==> config.mk <==
export PLATFORM = sky130hd
export DESIGN_NAME = seven_segment_scanner
export DESIGN_NICKNAME = d
export VERILOG_FILES = /design/src/rtl/seven_segment_scanner.sv
export SDC_FILE = /design/constraint.sdc
export NUM_CORES = 1
export LEC_CHECK = 0
export CAP_MARGIN = 30
export CORE_MARGIN = 2
export CORE_UTILIZATION = 35
export DETAILED_ROUTE_END_ITERATION = 6
export DONT_BUFFER_PORTS = 1
export PLACE_DENSITY_LB_ADDON = 0.08
export SLEW_MARGIN = 20
export SYNTH_ARGS = -nofsm -noshare
export SYNTH_HDL_FRONTEND = slang
export SYNTH_SLANG_ARGS = --single-unit
==> constraint.sdc <==
create_clock -name clk -period 2.8 [get_ports clk]
set_clock_uncertainty 0.2 [all_clocks]
set_input_delay 0.56 -clock clk [delete_from_list [all_inputs] [get_ports clk]]
set_output_delay 0.56 -clock clk [all_outputs]
set_load 0.02 [all_outputs]
==> src/rtl/seven_segment_scanner.sv <==
// Four-digit multiplexer for a common-anode display: per-frame snapshot,
// dead time at the start of each digit slot and optional leading-zero blanking.
module seven_segment_scanner #(
  parameter int         REFRESH_DIV  = 50000,
  parameter int         DEAD_CYCLES  = 2,
  parameter logic [6:0] ZERO_PATTERN = 7'b1000000
) (
  input  logic       clk,
  input  logic       rst_n,
  input  logic [6:0] u_segment,
  input  logic [6:0] d_segment,
  input  logic [6:0] h_segment,
  input  logic [6:0] t_segment,
  input  logic       blank_lz,
  input  logic       enable,
  output logic [6:0] seg,
  output logic [3:0] an_n,
  output logic       frame_tick
);

  localparam int            CW      = (REFRESH_DIV > 1) ? $clog2(REFRESH_DIV) : 1;
  localparam logic [CW-1:0] CNT_MAX = CW'(REFRESH_DIV - 1);
  localparam logic [CW-1:0] DEAD    = CW'(DEAD_CYCLES);
  localparam logic [6:0]    BLANK   = 7'h7F;

  logic [CW-1:0]   cnt_q, cnt_d;
  logic [1:0]      idx_q, idx_d;
  logic [3:0][6:0] snap_q, snap_d;
  logic [6:0]      seg_q, seg_d;
  logic [3:0]      an_n_q, an_n_d;
  logic            frame_tick_q, frame_tick_d;

  logic wrap, capture;
  logic t_blank, h_blank, d_blank;

  always_comb begin
    wrap    = (cnt_q == CNT_MAX);
    capture = wrap && (idx_q == 2'd3);
    cnt_d   = wrap ? '0 : cnt_q + CW'(1);
    idx_d   = wrap ? idx_q + 2'd1 : idx_q;

    // Blanking cascades from the thousand digit downwards; the unit always shows.
    t_blank = blank_lz && (t_segment == ZERO_PATTERN);
    h_blank = t_blank && (h_segment == ZERO_PATTERN);
    d_blank = h_blank && (d_segment == ZERO_PATTERN);

    snap_d = snap_q;
    if (capture) begin
      snap_d[3] = t_blank ? BLANK : t_segment;
      snap_d[2] = h_blank ? BLANK : h_segment;
      snap_d[1] = d_blank ? BLANK : d_segment;
      snap_d[0] = u_segment;
    end
    frame_tick_d = capture;

    seg_d  = snap_q[idx_q];
    an_n_d = (!enable || (cnt_q < DEAD)) ? 4'b1111 : ~(4'b0001 << idx_q);
  end

  always_ff @(posedge clk or negedge rst_n) begin
    if (!rst_n) begin
      cnt_q        <= '0;
      idx_q        <= '0;
      snap_q       <= {4{BLANK}};
      seg_q        <= BLANK;
      an_n_q       <= '1;
      frame_tick_q <= 1'b0;
    end else begin
      cnt_q        <= cnt_d;
      idx_q        <= idx_d;
      snap_q       <= snap_d;
      seg_q        <= seg_d;
      an_n_q       <= an_n_d;
      frame_tick_q <= frame_tick_d;
    end
  end

  assign seg        = seg_q;
  assign an_n       = an_n_q;
  assign frame_tick = frame_tick_q;

endmodule

==> results of run 1 <==
## power groups by stage
stage	logic [mW]	registers, mW	clock network, mW
final	0.0475	0.878	0.792
after CTS	0.0496	0.878	0.818
after global routing	0.0538	0.879	0.862
after detailed placement	0.0265	0.891	0
after floorplan	0.0218	0.889	0
after global placement	0.0261	0.891	0
## state kept, by name, indices dropped and copies added (netlist names)
signal / flops
snap_q: 28
idx_q: 2
cnt_q: 16
frame_tick: 1
seg: 7
an_n: 4
## critical path: cells and delay by family, from the launching register on
family	cells	cell delay, ps
flops	1	420
compound gates	1	280
simple gates	3	1450
## metal layers
| metal | up-vias | part of all wire (%) |
|---|---|---|
| met5 | - | 0 |
| met1 | 838 | 47 |
| met3 | 11 | 6.7 |
| met2 | 46 | 44 |
| li1 | 780 | - |
| met4 | 0 | 2.2 |
## kinds of logic (layout without fill, tap and decap cells)
| logic type | Yosys count | count (layout) |
|---|---|---|
| DFF | 58 | 58 |
| AOI/OAI and AO/OA | 38 | 38 |
| buffers and inverters | 19 | 36 |
| and+or+nand+nor | 57 | 57 |
| adders and majority gates | 5 | 5 |
| muxes | 17 | 17 |
| xor gates and xnor gates | 15 | 15 |
## worst paths after layout
check                             start         end  slack (ps)  cells past startpoint
setup / recovery              cnt_q[12]  snap_q[16]         390                      4
hold / removal             d_segment[2]   snap_q[9]         120                      2
setup reg to reg              cnt_q[12]  snap_q[16]         390                      4
hold reg to reg                cnt_q[0]    cnt_q[0]         290                      1
max in group asynchronous         rst_n      seg[6]        1510                      2
min in group asynchronous         rst_n    idx_q[1]         580                      2
## area by class of cell
cell class	instances	area [µm²]	area share, %
Tap cell	99	123.9	4.139
Clock buffer	11	152.6	5.100
Sequential cell	58	1500	50.13
Multi-Input combinational cell	132	1033	34.53
Timing Repair Buffer	9	90.09	3.010
Inverter	11	41.29	1.380
Clock inverter	5	51.30	1.714
## placed cells by master, fill, tap and decap left out, types with 2 or more instances in the layout
| cell type | count |
|---|---|
| sky130_fd_sc_hd__clkbuf_8 | 9 |
| sky130_fd_sc_hd__a31oi_1 | 7 |
| sky130_fd_sc_hd__nor2_1 | 11 |
| sky130_fd_sc_hd__xnor2_1 | 7 |
| sky130_fd_sc_hd__dfstp_2 | 39 |
| sky130_fd_sc_hd__nand4_1 | 5 |
| sky130_fd_sc_hd__mux2_2 | 10 |
| sky130_fd_sc_hd__nor3_1 | 5 |
| sky130_fd_sc_hd__and3_1 | 2 |
| sky130_fd_sc_hd__ha_1 | 5 |
| sky130_fd_sc_hd__nor4b_1 | 2 |
| sky130_fd_sc_hd__dfrtp_1 | 19 |
| sky130_fd_sc_hd__nor4_1 | 6 |
| sky130_fd_sc_hd__xor2_1 | 8 |
| sky130_fd_sc_hd__clkinv_2 | 3 |
| sky130_fd_sc_hd__buf_4 | 7 |
| sky130_fd_sc_hd__and2_1 | 2 |
| sky130_fd_sc_hd__nand3_1 | 8 |
| sky130_fd_sc_hd__nor4_4 | 2 |
| sky130_fd_sc_hd__a21oi_1 | 24 |
| sky130_fd_sc_hd__inv_1 | 11 |
| sky130_fd_sc_hd__mux4_2 | 7 |
| sky130_fd_sc_hd__o22a_1 | 6 |
| sky130_fd_sc_hd__nand2_1 | 7 |
## metrics by stage
stage               util [%]  setup slack [ps]  area, µm²  hold slack, ps  instances
finish                 41.26             389.7       2993           115.8        325
global route           41.26             199.0       2993           112.4        325
CTS                    41.26             331.7       2993           97.06        325
detailed placement     37.93             335.9       2751           67.22        307
global placement       37.93             383.8       2751           66.79        307
floorplan                  -             674.5       2623           64.41        209
## cells in the mapped netlist
master and n:
sky130_fd_sc_hd__nand2b_1 1, sky130_fd_sc_hd__mux4_2 7, sky130_fd_sc_hd__nand3b_1 1, sky130_fd_sc_hd__nand3_1 8
sky130_fd_sc_hd__nor4b_1 2, sky130_fd_sc_hd__inv_1 11, sky130_fd_sc_hd__buf_2 2, sky130_fd_sc_hd__clkbuf_1 4
sky130_fd_sc_hd__dfrtp_1 19, sky130_fd_sc_hd__and2_1 2, sky130_fd_sc_hd__o22a_1 6, sky130_fd_sc_hd__dfstp_2 39
sky130_fd_sc_hd__nor3_2 1, sky130_fd_sc_hd__nand3_2 1, sky130_fd_sc_hd__nor3_1 5, sky130_fd_sc_hd__nor4_1 6
sky130_fd_sc_hd__or4_4 1, sky130_fd_sc_hd__nor4bb_1 1, sky130_fd_sc_hd__and3_1 2, sky130_fd_sc_hd__mux2_2 10
sky130_fd_sc_hd__nand2_1 7, sky130_fd_sc_hd__buf_6 2, sky130_fd_sc_hd__a21oi_1 24, sky130_fd_sc_hd__nor2b_1 1
sky130_fd_sc_hd__xor2_1 8, sky130_fd_sc_hd__nor4_4 2, sky130_fd_sc_hd__ha_1 5, sky130_fd_sc_hd__a31oi_1 7
sky130_fd_sc_hd__xnor2_1 7, sky130_fd_sc_hd__nor2_1 11, sky130_fd_sc_hd__nand4_1 5, sky130_fd_sc_hd__o21ai_0 1
## timing repair
item,in CTS,in global routing
hold endpoints to repair,58,0
hold buffers,2,0
setup buffers,0,0
==> parameters.txt, run 1 <==
Parameter                              Value

Outcome
  Result of the run ... finished, final reports clean

Floorplan
  Core Rows ... 31
  Core ar. ... just over 7000 µm²
  I/O Pins ... 44
  Die Footprint ... just over 8000 µm²
  Starting utilization of the core area ... between 30% and 40%
  Die width ... approximately 91 µm
  Die Y-Extent ... about 91 µm

Detailed routing
  Overall via count from detail_route ... ~1700
  Detailed-route wire length ... approximately 5700 µm
  Number of design-rule violations left by the first detailed-router iteration ... between 60 and 70
  Number of optimization iterations in the first detailed-route pass ... 4
  Drt wl/cell ... 17.43 µm
  Post-DRT Antenna Nets ... 0
  Via density ... around 5
  DRC errors left ... 0

Finish
  Total inserted antenna cells ... 0
  Layout overhead on the synthesized area ... 14.12%
  Number of fill cells ... ~700
  Share of layout cells above drive strength 1 ... between 30% and 40%
  Final nets ... between 200 and 300

Logic synthesis
  Synthesized area ... approximately 2600 µm²
  Combinational family with the most area after synthesis ... simple AND/OR/NAND/NOR gates
  Fraction of the mapped netlist area in simple logic gates ... 13.26%
  Synthesized area per cell ... 12.55 µm²
  Post-synthesis cell count ... between 200 and 250
  Post-synthesis register bit count ... just under 60
  Largest area contributor in the netlist ... sky130_fd_sc_hd__dfstp_2
  XOR/XNOR Fraction of Synth Area ... under 10%
  Count of unique library cells instantiated by Yosys ... 32
  Portion of synthesized cell area occupied by the leading cell type ... between 30 and 40%
  Synthesized-area fraction occupied by ao, oa, aoi and oai cells ... 8.445%
  Sequential share of the synthesized area ... between 50% and 60%
  Number of nets produced by synthesis ... about 250
  Multiplexer share of the synthesized area ... approximately a tenth
  Synth warn ... 0
  Arithmetic-cell share of the synthesized area counting full adders, half adders and majority gates ... about 2.4%
  Top cells by area, synth ... sky130_fd_sc_hd__dfstp_2 39%, sky130_fd_sc_hd__dfrtp_1 18%, sky130_fd_sc_hd__mux4_2 6.0%, sky130_fd_sc_hd__a21oi_1 4.6%, sky130_fd_sc_hd__mux2_2 4.3%

Clock network
  Clock sink count ... 58
  Max Root-Sink Buffers ... 2
  Number of clock buffers inserted by TritonCTS ... 9
  H-tree levels ... 3
  CTS clk-pin slew, worst paths ... around 70 ps
  CTS tree ... built
  Count of instances resized after the clock tree is built ... 0
  Clock root buffer master ... sky130_fd_sc_hd__clkbuf_8
  Worst skew pair latency ... around 340 ps

Timing
  Setup Viol. Count Final ... 0
  F_max ... about 410 MHz
  Share of the cycle needed by the critical path after routing ... between 80% and 90%
  Transition time at the pin with the least slew margin ... ~530 ps
  Aggregate negative setup slack ... 0 ps
  Hold violation count in the final report ... 0
  Crit path time final ... about 2400 ps
  Max transition margin ... between 60% and 70%
  Unrepaired setup endpoints after global routing ... no
  Slew Viols, Final ... 0

Power and ir drop
  Switching share of power ... a little over a fifth
  Tot Pwr ... ~1.7 mW
  Power spent charging and discharging nets ... between 0.3 and 0.4 mW
  Part of the power in the clock network ... between 40% and 50%
  Internal power of the cells ... between 1 and 1.5 mW
  Leakage ... 1.204 nW
  Power density normalized to cell area ... between 500 and 600 nW/µm²
  Register share of total power ... between 50% and 60%
  Part of the total power dissipated in combinational logic ... 2.8%
  Worst IR Drop VDD ... around 240 µV

Worst setup path
  Crit Path Category ... reg2reg
  Arrival time at the worst endpoint ... 2480 ps
  Startpoint types ... register
  Max stage delay cell, worst path ... sky130_fd_sc_hd__or4_4
  CP required ... approximately 2900 ps
  Worst Setup End Kind ... register
  Largest stage delay on the critical path ... approximately 590 ps
  Maximum net fanout on the critical path ... 9
  Sequence of cells on the critical path ... or4_4, nor4_4, nand3_1, o22a_1

Place
  Number of I/O port buffers ... 0
  Post-DP HPWL ... roughly 4000 µm
  Routability congestion estimate ... approximately 0.8

Global route
  GR Layer Usage met1 ... between 20% and 30%
  First-pass GRT wire length ... ~9400 µm
  Global routing usage summed across all routing layers ... 15.23%
  Pin count of the biggest net entering global routing ... 59
  Antenna violations before repair ... 0
  Gr ovfl total ... 0
  Met2 usage in global routing ... 20.52%
  Number of global-route vias before repair ... about 1700
  Most Used Layer, Global Route ... met1
  Routing usage on met3 ... between 5 and 6%

Flow run
  Number of violations of the max-capacitance limit ... 0

Min path
  Worst min-delay path class ... in2reg
(Power assumes the default switching activity.)
==> inputs of run 2 (changes only) <==
- CELL_PAD_IN_SITES_DETAIL_PLACEMENT: not set -> 1
- CELL_PAD_IN_SITES_GLOBAL_PLACEMENT: not set -> 1
- SETUP_SLACK_MARGIN: not set -> 0.05
==> run 2 against run 1 <==
Wire length rose by 9.4%. Flip-flop and latch count is the same. Critical path type unchanged. Sequential power is essentially flat. Total power increased by 0.83%. Clock power up 2%.
==> parameters.txt, run 2 (same netlist as run 1, synthesis figures left out) <==
Parameter                              Value

Outcome
  Result of the run ... finished, final reports clean (unchanged)

Timing
  Crit path time final ... 2351 ps (was 2410 ps)
  F_max ... 425.4 MHz (was 414.9 MHz)
  Slew Viols, Final ... 0 (unchanged)
  Share of the cycle needed by the critical path after routing ... 83.95% (was 86.08%)
  Transition time at the pin with the least slew margin ... 454.0 ps (was 530.5 ps)
  Unrepaired setup endpoints after global routing ... no (unchanged)
  Aggregate negative setup slack ... 0 ps (unchanged)
  Setup Viol. Count Final ... 0 (unchanged)
  Hold violation count in the final report ... 0 (unchanged)
  Max transition margin ... 69.30% (was 64.37%)

Worst setup path
  Largest stage delay on the critical path ... 590 ps (about the same)
  Worst reg-to-reg path cell count ... 5 (was 4)
  Maximum net fanout on the critical path ... 12 (was 9)
  Worst setup slack for register-to-register paths ... 450 ps (was 390 ps)
  Number of buffer and inverter stages on the critical path ... 1 (was 0)
  Max stage delay cell, worst path ... sky130_fd_sc_hd__or4_4 (unchanged)
  Critical path's top delay family ... simple AND/OR/NAND/NOR gates (unchanged)
  Launching point of the worst reg2reg path ... cnt_q[12] (unchanged)
  CP required ... 2870 ps (about the same)
  Arrival time at the worst endpoint ... 2420 ps (was 2480 ps)
  Worst Setup End Kind ... register (unchanged)
  Crit Path Category ... reg2reg (unchanged)
  Startpoint types ... register (unchanged)
  Sequence of cells on the critical path ... or4_4, nor4_4, and2_1, buf_12, o22a_1 (was or4_4, nor4_4, nand3_1, o22a_1)
  Endpoint of the lowest-slack register-to-register path ... snap_q[15] (was snap_q[16])

Min path
  Hold-critical path depth ... 2 (unchanged)
  Worst min-delay path class ... in2reg (unchanged)
  Worst Hold Path EP ... snap_q[11] (was snap_q[9])
  Hold_sp ... d_segment[4] (was d_segment[2])

Clock network
  Post-CTS Setup Inserts ... 0 (unchanged)
  H-tree levels ... 3 (unchanged)
  Worst skew pair latency ... 330 ps (was 340 ps)
  CTS clk-pin slew, worst paths ... 70 ps (about the same)
  CTS tree ... built (unchanged)
  Clock sink count ... 58 (unchanged)
  Clock root buffer master ... sky130_fd_sc_hd__clkbuf_8 (unchanged)
  Max Root-Sink Buffers ... 2 (unchanged)
  Number of clock buffers inserted by TritonCTS ... 9 (unchanged)
  Count of instances resized after the clock tree is built ... 0 (unchanged)

Floorplan
  Die width ... 90.56 µm (unchanged)
  Die Y-Extent ... 90.56 µm (unchanged)
  Core ar. ... 7253 µm² (unchanged)
  Core Rows ... 31 (unchanged)
  Die Footprint ... 8201 µm² (unchanged)
  Starting utilization of the core area ... 36.16% (unchanged)
  I/O Pins ... 44 (unchanged)

Detailed routing
  Overall via count from detail_route ... 1680 (was 1675)
  Number of design-rule violations left by the first detailed-router iteration ... 66 (was 64)
  Via density ... 5.153 (was 5.154)
  Drt wl/cell ... 19.01 µm (was 17.43 µm)
  DRC errors left ... 0 (unchanged)
  Post-DRT Antenna Nets ... 0 (unchanged)
  Number of optimization iterations in the first detailed-route pass ... 4 (unchanged)
  Detailed-route wire length ... 6197 µm (was 5665 µm)

Finish
  Flip-flop count of the largest register, all copies and words added ... 28 (unchanged)
  Largest reg by FF count ... snap_q (unchanged)
  Most used cells in the layout excluding fill and tap cells ... 39 x sky130_fd_sc_hd__dfstp_2, 24 x sky130_fd_sc_hd__a21oi_1, 19 x sky130_fd_sc_hd__dfrtp_1 (unchanged)
  Layout overhead on the synthesized area ... 15.22% (was 14.12%)
  Number of fill cells ... 798 (was 706)
  Final Util ... 41.66% (was 41.26%)
  Final nets ... 259 (was 258)
  Share of layout cells above drive strength 1 ... 37.89% (was 37.17%)
  Total inserted antenna cells ... 0 (unchanged)
  Most common library cell in the layout ignoring fill and taps ... sky130_fd_sc_hd__dfstp_2 (unchanged)

Power and ir drop
  Worst IR Drop VDD ... 244.2 µV (was 245.0 µV)
  Leakage ... 1.207 nW (was 1.204 nW)
  Power density normalized to cell area ... 573.1 nW/µm² (was 573.8 nW/µm²)

Place
  Number of I/O port buffers ... 0 (unchanged)
  Routability congestion estimate ... 0.7829 (was 0.7938)
  Post-DP HPWL ... 4531 µm (was 3968 µm)

Global route
  Pin count of the biggest net entering global routing ... 59 (unchanged)
  Number of global-route vias before repair ... 1850 (was 1745)
  Global routing usage summed across all routing layers ... 16.66% (was 15.23%)
  Gr ovfl total ... 0 (unchanged)
  Antenna violations before repair ... 1 (was 0)
  First-pass GRT wire length ... 10270 µm (was 9390 µm)

Flow run
  Number of violations of the max-capacitance limit ... 0 (unchanged)
run 2: changes by cell type in the layout (fill, tap and decap cells not counted), sizes merged:
| cell | change |
|---|---|
| buf | +1 |
| clkbuf | -1 |
| clkinvlp | +2 |
| inv | -1 |
run 2: worst max path at each step:
stage	startpoint	to	slack, ps	cells after the start
5_1_grt	cnt_q[1]	snap_q[16]	330	6
6_report	cnt_q[12]	snap_q[15]	450	5
2_1_floorplan	t_segment[0]	snap_q[10]	670	4
3_3_place_gp	cnt_q[12]	snap_q[17]	530	5
4_1_cts	cnt_q[12]	snap_q[18]	430	5
3_5_place_dp	cnt_q[12]	snap_q[18]	450	5
run 2: power by group:
| group | switching [mW] | total (mW) | internal, mW |
|---|---|---|---|
| Clock | 0.343 | 0.806 | 0.463 |
| Sequential | 0.0143 | 0.878 | 0.864 |
| Combinational | 0.0266 | 0.0479 | 0.0212 |
| Total | 0.384 | 1.73 | 1.35 |
run 2: cell type report:
type	instances	area (µm²)	share of cell area, %
flip-flops and latches	58	1500	49.65
multi-input cells	132	1033	34.20
clock buffers	10	148.9	4.928
well taps	99	123.9	4.099
repair buffers	10	110.1	3.644
clock inverters	6	63.81	2.112
inverters	11	41.29	1.366
run 2: layer usage:
| layer | vias up | wire length (µm) | part of all wire [%] | track usage [%] |
|---|---|---|---|---|
| li1 | 780 | - | - | - |
| met1 | 852 | 3147 | 51 | 24.27 |
| met2 | 36 | 2625 | 42 | 22.64 |
| met3 | 10 | 318 | 5.1 | 4.925 |
| met4 | 2 | 95 | 1.5 | 7.692 |
| met5 | - | 11 | 0.18 | 0 |
run 2: repair_timing:
item,CTS,global route
setup endpoints to repair,0,0
endpoints found under the hold margin,58,0
hold buffers,2,0
run 2: through the flow:
step	hold WS (ps)	power [mW]	instance area, µm²	cells	setup slack, ps
floorplan	64.41	0.9104	2623	209	674.5
global route	106.5	1.807	3022	326	334.5
CTS	109.1	1.760	3022	326	429.7
finish	126.6	1.732	3022	326	449.3
detailed placement	67.48	0.9186	2771	308	447.8
global placement	66.20	0.9171	2771	308	528.0
run 2: worst reg2reg max path: cells and delay by family (launching register included):
family	cells	cell delay, ps
AOI/OAI and AO/OA	1	140
buffers and inverters	1	190
DFF	1	430
and+or+nand+nor	3	1330
